### src/rtl/rr_grant_scheduler_if.sv
// Purpose: request/grant bundle between requester agents and the round-robin scheduler.
// Latency: n/a (wiring only).
// Backpressure: level-based; requesters hold req until they are granted and finished.
interface rr_grant_scheduler_if #(
  parameter int N   = 4,
  parameter int IDW = 2
) ();
  logic [N-1:0]   req;
  logic [N-1:0]   gnt;
  logic [IDW-1:0] gnt_id;
  logic           busy;
  logic           preempt;

  // Scheduler side: consumes requests, drives the grant outputs.
  modport master (
    input  req,
    output gnt,
    output gnt_id,
    output busy,
    output preempt
  );

  // Requester side: drives requests, observes grants.
  modport slave (
    output req,
    input  gnt,
    input  gnt_id,
    input  busy,
    input  preempt
  );
endinterface

### src/rtl/rr_grant_scheduler.sv
// Purpose: round-robin owner selection for one shared resource among N requesters, with bounded hold and preemption.
// Latency: grant appears one cycle after req is sampled in IDLE; an owner change costs exactly one GAP cycle.
// Backpressure: req is a level held by each requester; non-owners wait until release, preemption or their turn.
module rr_grant_scheduler #(
  parameter int N        = 4,
  parameter int MAX_HOLD = 8,
  parameter int IDW      = 2
) (
  input  logic                     clock,
  input  logic                     reset,
  rr_grant_scheduler_if.master     bus
);

  typedef enum logic [1:0] {IDLE, GRANT, GAP} state_t;

  state_t         state, state_nxt;
  logic [IDW-1:0] ptr, ptr_nxt;
  logic [7:0]     hold_cnt, hold_nxt;
  logic [N-1:0]   gnt_q, gnt_nxt;
  logic [IDW-1:0] gnt_id_q, gnt_id_nxt;
  logic           busy_q, busy_nxt;
  logic           preempt_q, preempt_nxt;

  logic [IDW-1:0] win;
  logic [IDW-1:0] idx;
  logic           found;
  logic           any_req;
  logic           owner_release;
  logic           owner_preempt;

  assign any_req       = |bus.req;
  // Owner dropping its request always takes precedence over a preemption.
  assign owner_release = ~bus.req[gnt_id_q];
  assign owner_preempt = bus.req[gnt_id_q] && (hold_cnt == 8'(MAX_HOLD)) && |(bus.req & ~gnt_q);

  // Rotating-priority search: first active request at or after ptr, wrapping modulo N.
  always_comb begin
    win   = '0;
    idx   = '0;
    found = 1'b0;
    for (int i = 0; i < N; i++) begin
      idx = ptr + IDW'(i);
      if (!found && bus.req[idx]) begin
        win   = idx;
        found = 1'b1;
      end
    end
  end

  // State register plus all registered outputs and bookkeeping.
  always_ff @(posedge clock) begin
    if (reset) begin
      state     <= IDLE;
      ptr       <= '0;
      hold_cnt  <= '0;
      gnt_q     <= '0;
      gnt_id_q  <= '0;
      busy_q    <= 1'b0;
      preempt_q <= 1'b0;
    end else begin
      state     <= state_nxt;
      ptr       <= ptr_nxt;
      hold_cnt  <= hold_nxt;
      gnt_q     <= gnt_nxt;
      gnt_id_q  <= gnt_id_nxt;
      busy_q    <= busy_nxt;
      preempt_q <= preempt_nxt;
    end
  end

  // Next-state decision.
  always_comb begin
    state_nxt = state;
    case (state)
      IDLE:    if (any_req) state_nxt = GRANT;
      GRANT:   if (owner_release || owner_preempt) state_nxt = GAP;
      GAP:     state_nxt = any_req ? GRANT : IDLE;
      default: state_nxt = IDLE;
    endcase
  end

  // Next values of the registered outputs, pointer and hold counter.
  always_comb begin
    ptr_nxt     = ptr;
    hold_nxt    = hold_cnt;
    gnt_nxt     = gnt_q;
    gnt_id_nxt  = gnt_id_q;
    busy_nxt    = busy_q;
    preempt_nxt = 1'b0;
    case (state)
      IDLE, GAP: begin
        if (any_req) begin
          gnt_nxt    = {{(N-1){1'b0}}, 1'b1} << win;
          gnt_id_nxt = win;
          busy_nxt   = 1'b1;
          hold_nxt   = 8'd1;
        end else begin
          gnt_nxt  = '0;
          busy_nxt = 1'b0;
        end
      end
      GRANT: begin
        if (owner_release || owner_preempt) begin
          gnt_nxt     = '0;
          busy_nxt    = 1'b0;
          ptr_nxt     = gnt_id_q + 1'b1;
          preempt_nxt = ~owner_release;
        end else if (hold_cnt != 8'(MAX_HOLD)) begin
          hold_nxt = hold_cnt + 8'd1;
        end
      end
      default: begin
        gnt_nxt  = '0;
        busy_nxt = 1'b0;
      end
    endcase
  end

  assign bus.gnt     = gnt_q;
  assign bus.gnt_id  = gnt_id_q;
  assign bus.busy    = busy_q;
  assign bus.preempt = preempt_q;

endmodule

### src/flat_wrapper.sv
// flat-port wrapper written by rule: the top's interface ports become plain ports
module rr_grant_scheduler_flat 
#(
  parameter int N        = 4,
  parameter int MAX_HOLD = 8,
  parameter int IDW      = 2
)
  (clock, reset, bus_req, bus_gnt, bus_gnt_id, bus_busy, bus_preempt);
  rr_grant_scheduler_if #(.N(N), .IDW(IDW)) bus_i ();
  input  logic clock;
  input  logic reset;
  input wire logic [$bits(bus_i.req)-1:0] bus_req;
  output wire logic [$bits(bus_i.gnt)-1:0] bus_gnt;
  output wire logic [$bits(bus_i.gnt_id)-1:0] bus_gnt_id;
  output wire logic [$bits(bus_i.busy)-1:0] bus_busy;
  output wire logic [$bits(bus_i.preempt)-1:0] bus_preempt;
  assign bus_i.req = bus_req;
  assign bus_gnt = bus_i.gnt;
  assign bus_gnt_id = bus_i.gnt_id;
  assign bus_busy = bus_i.busy;
  assign bus_preempt = bus_i.preempt;
  rr_grant_scheduler #(.N(N), .MAX_HOLD(MAX_HOLD), .IDW(IDW)) u_core (.clock(clock), .reset(reset), .bus(bus_i));
endmodule
### config.mk
export PLATFORM = sky130hd
export DESIGN_NAME = rr_grant_scheduler_flat
export DESIGN_NICKNAME = d
export VERILOG_FILES = /design/src/rtl/rr_grant_scheduler_if.sv /design/src/rtl/rr_grant_scheduler.sv /design/src/flat_wrapper.sv
export SDC_FILE = /design/constraint.sdc
export NUM_CORES = 1
export LEC_CHECK = 0
export BUFFER_PORTS_ARGS = -buffer_cell sky130_fd_sc_hd__buf_2
export CAP_MARGIN = 15
export CORE_MARGIN = 2
export CORE_UTILIZATION = 30
export CTS_BUF_LIST = sky130_fd_sc_hd__clkbuf_8
export CTS_CLUSTER_DIAMETER = 100
export DETAILED_ROUTE_END_ITERATION = 6
export SLEW_MARGIN = 30
export SYNTH_ARGS = -nofsm -noshare
export SYNTH_HDL_FRONTEND = slang
export SYNTH_SLANG_ARGS = --single-unit
### constraint.sdc
create_clock -name clock -period 3.9 [get_ports clock]
set_input_delay 0.78 -clock clock [delete_from_list [all_inputs] [get_ports clock]]
set_output_delay 0.78 -clock clock [all_outputs]
set_load 0.005 [all_outputs]
==> results_dict.tcl <==
set metrics [dict create \
    fp.dieArea_um2 4158 \
    pre_cts_slack_ns 1.887 \
    critPathSlowestCell "dfxtp_1" \
    wire_per_inst_um 11.99 \
    synth_top_area_share_pct 36.49 \
    dp_hpwl_um 1714 \
    drive_above_1_share_pct 23.19 \
    max_stage_delay_ns 0.35 \
    max-clock-path-buffers 2 \
    dr.first_iter.drc_count 42 \
    grt_pass1_wl_um 3870 \
    hold_buffers 0 \
    grtUsageTotal_pct 11.82 \
    critical_path.cell_chain "inv_1 -> ha_1 -> nor4b_4 -> nand3_2 -> nor2b_4 -> o21ai_2 -> mux2_4" \
    power_density_nw_per_um2 375.8 \
    fin_nets 147 \
    maxCapViolCount 0 \
    die_w_um 64.48 \
    critPathTopFamily "simple AND/OR/NAND/NOR gates" \
    setup_slack_ns 2.126 \
    leakagePower_nw 0.4929 \
    cp.required_ns 4.05 \
    row_count 21 \
    portBuffers 13 \
    antenna-diode-count 0 \
    drc 0 \
    postRouteAntennaNets 0 \
    rsz0062_at_grt "false" \
    yosys_warnings 0 \
    antenna_found_initial 0 \
    seq_area_um2 400.4 \
    power_w 0.0004744 \
    drt_pass1_iterations 4 \
    fillers 363 \
    placed_cell_area_um2 1207 \
    worstPathArrival_ns 1.93 \
    synth_common_cells "dfxtp_1, nor2_1, a21oi_1, nand2_1, nand2b_1" \
    final_hold_viol_count 0 \
    die_h_um 64.48 \
    syn_to_final_growth_pct 15.05 \
    max_freq_mhz 563.7 \
    drt-vias-per-instance 5.005 \
    grt_overflow 0 \
    critPathBufInv 1 \
    worstPathMaxFanout 5 \
    tightest_slew_ns 0.4525 \
    max-vdd-ir-drop_mv 0.2001 \
    critPathKind "register to register" \
    grt_pass1_vias 903 \
    seq_area_frac_synth_pct 36.49 \
    yosysMostFrequentCell "dfxtp_1" \
    finalSetupViolations 0 \
    cts_tree "built" \
    syn_inst 124 \
    cts_root_buf "clkbuf_8" \
    period_minus_slack_ns 1.774 \
    async_flop_share_pct 0 \
    grt_max_degree 18 \
    initial_utilization_pct 32.12 \
    finalCritPeriodShare_pct 45.49 \
    num_vias 921 \
    hold_path_class "register to register" \
    synth-edff-count 0 \
    htreeDepth 1 \
    syn_avg_cell_area_um2 8.849 \
    yosysTopAreaCell "dfxtp_1" \
    post_cts_buffers 0 \
    multi_input_area_um2 665.6 \
    ctsResizeCount 0 \
    synthesis.area_um2 1097 \
    skew_ns 0.004147 \
    start_kind "register" \
    outcome "finished clean" \
    maxSlewViolCount 0 \
    synth-main-ff-cell "dfxtp_1" \
    clk_pin_slew_ns 0.08 \
    io_pins 14 \
    relSlewSlack_pct 69.83 \
    setup_tns_ns 0 \
    end_kind "register" \
    core_um2 3416 \
    synth_top_cells_by_area "dfxtp_1, nor2_1, a21oi_1" \
    cts_buffers 3 \
    synth_seq_cells 20 \
    syn_nets 132 \
    final_area_um2 1262 \
    cts.sinks 20 \
    synth.distinct_cells 42 \
    wl_um 2207 \
    globalplace.congestion 0.7284 \
    clock_latency_ns 0.26 \
]
==> where the power goes <==
group	internal, W	switching, W	total, W
Sequential	0.000216	0.0000140	0.000230
Clock	0.0000899	0.0000686	0.000159
Combinational	0.0000391	0.0000467	0.0000858
Total	0.000345	0.000129	0.000474
==> path summary, 6_finish.rpt <==
| path | slack, ns | to | startpoint | cells after the start |
|---|---|---|---|---|
| max reg2reg | 2.13 | u_core.ptr[1]$_SDFFE_PP0P_ | u_core.hold_cnt[0]$_SDFFE_PP0P_ | 7 |
| min reg2reg | 0.48 | u_core.bus.gnt[3]$_SDFFE_PP0P_ | u_core.bus.gnt[3]$_SDFFE_PP0P_ | 2 |
| min | 0.48 | u_core.bus.gnt[3]$_SDFFE_PP0P_ | u_core.bus.gnt[3]$_SDFFE_PP0P_ | 2 |
| max | 2.13 | u_core.ptr[1]$_SDFFE_PP0P_ | u_core.hold_cnt[0]$_SDFFE_PP0P_ | 7 |
==> layout by cell type (no fill, tap or decap), types with 3 or more instances in the layout <==
cell type	Yosys	layout
nand3b_1	3	3
nand3_1	4	4
nor2_1	19	19
nand4_1	4	4
a21oi_1	9	9
dfxtp_1	20	20
nand2_1	9	9
nand2b_1	6	6
inv_1	5	5
clkbuf_8	0	4
xor2_1	5	5
buf_2	0	13
==> kinds of logic after synthesis <==
group	count (synthesis)	share of synthesized area [%]
muxes	4	4.219
buffers and inverters	8	2.851
DFF	20	36.49
adders and majority gates	2	2.280
xor gates and xnor gates	7	5.587
AOI/OAI and AO/OA	23	16.31
and+or+nand+nor	60	32.27
==> layer usage <==
layer,vias to the layer above,GRT usage (%),wire [um]
met5,-,0,0
met1,434,13.50,1080
met2,16,20.05,1011
met4,0,5.053,31
met3,5,3.993,83
li1,466,-,-
==> through the flow <==
step | std cells | util, % | hold slack (ns)
floorplan | 124 | - | 0.4606
global placement | 180 | 35.35 | 0.4618
detailed placement | 180 | 35.35 | 0.4706
CTS | 184 | 36.96 | 0.4824
global route | 184 | 36.96 | 0.5085
finish | 184 | 36.96 | 0.4785
==> flip-flops by register name, indices dropped and copies added, names as in the netlist <==
name                flops
u_core.bus.gnt_id       2
u_core.ptr              2
u_core.bus.preempt      1
u_core.bus.gnt          4
u_core.hold_cnt         8
u_core.state            2
u_core.bus.busy         1
==> area by class of cell <==
class | instances | share of cell area [%]
multi-input cells | 96 | 52.73
clock buffers | 4 | 4.361
flip-flops and latches | 20 | 31.71
well taps | 46 | 4.559
repair buffers | 13 | 5.154
inverters | 5 | 1.487
==> tightest hold or removal path, cell delays in order (launching register included) <==
cell and delay [ns]:
dfxtp_1 0.33, nand2_1 0.06, a21oi_1 0.05
Power figures use the tool's default switching activity.
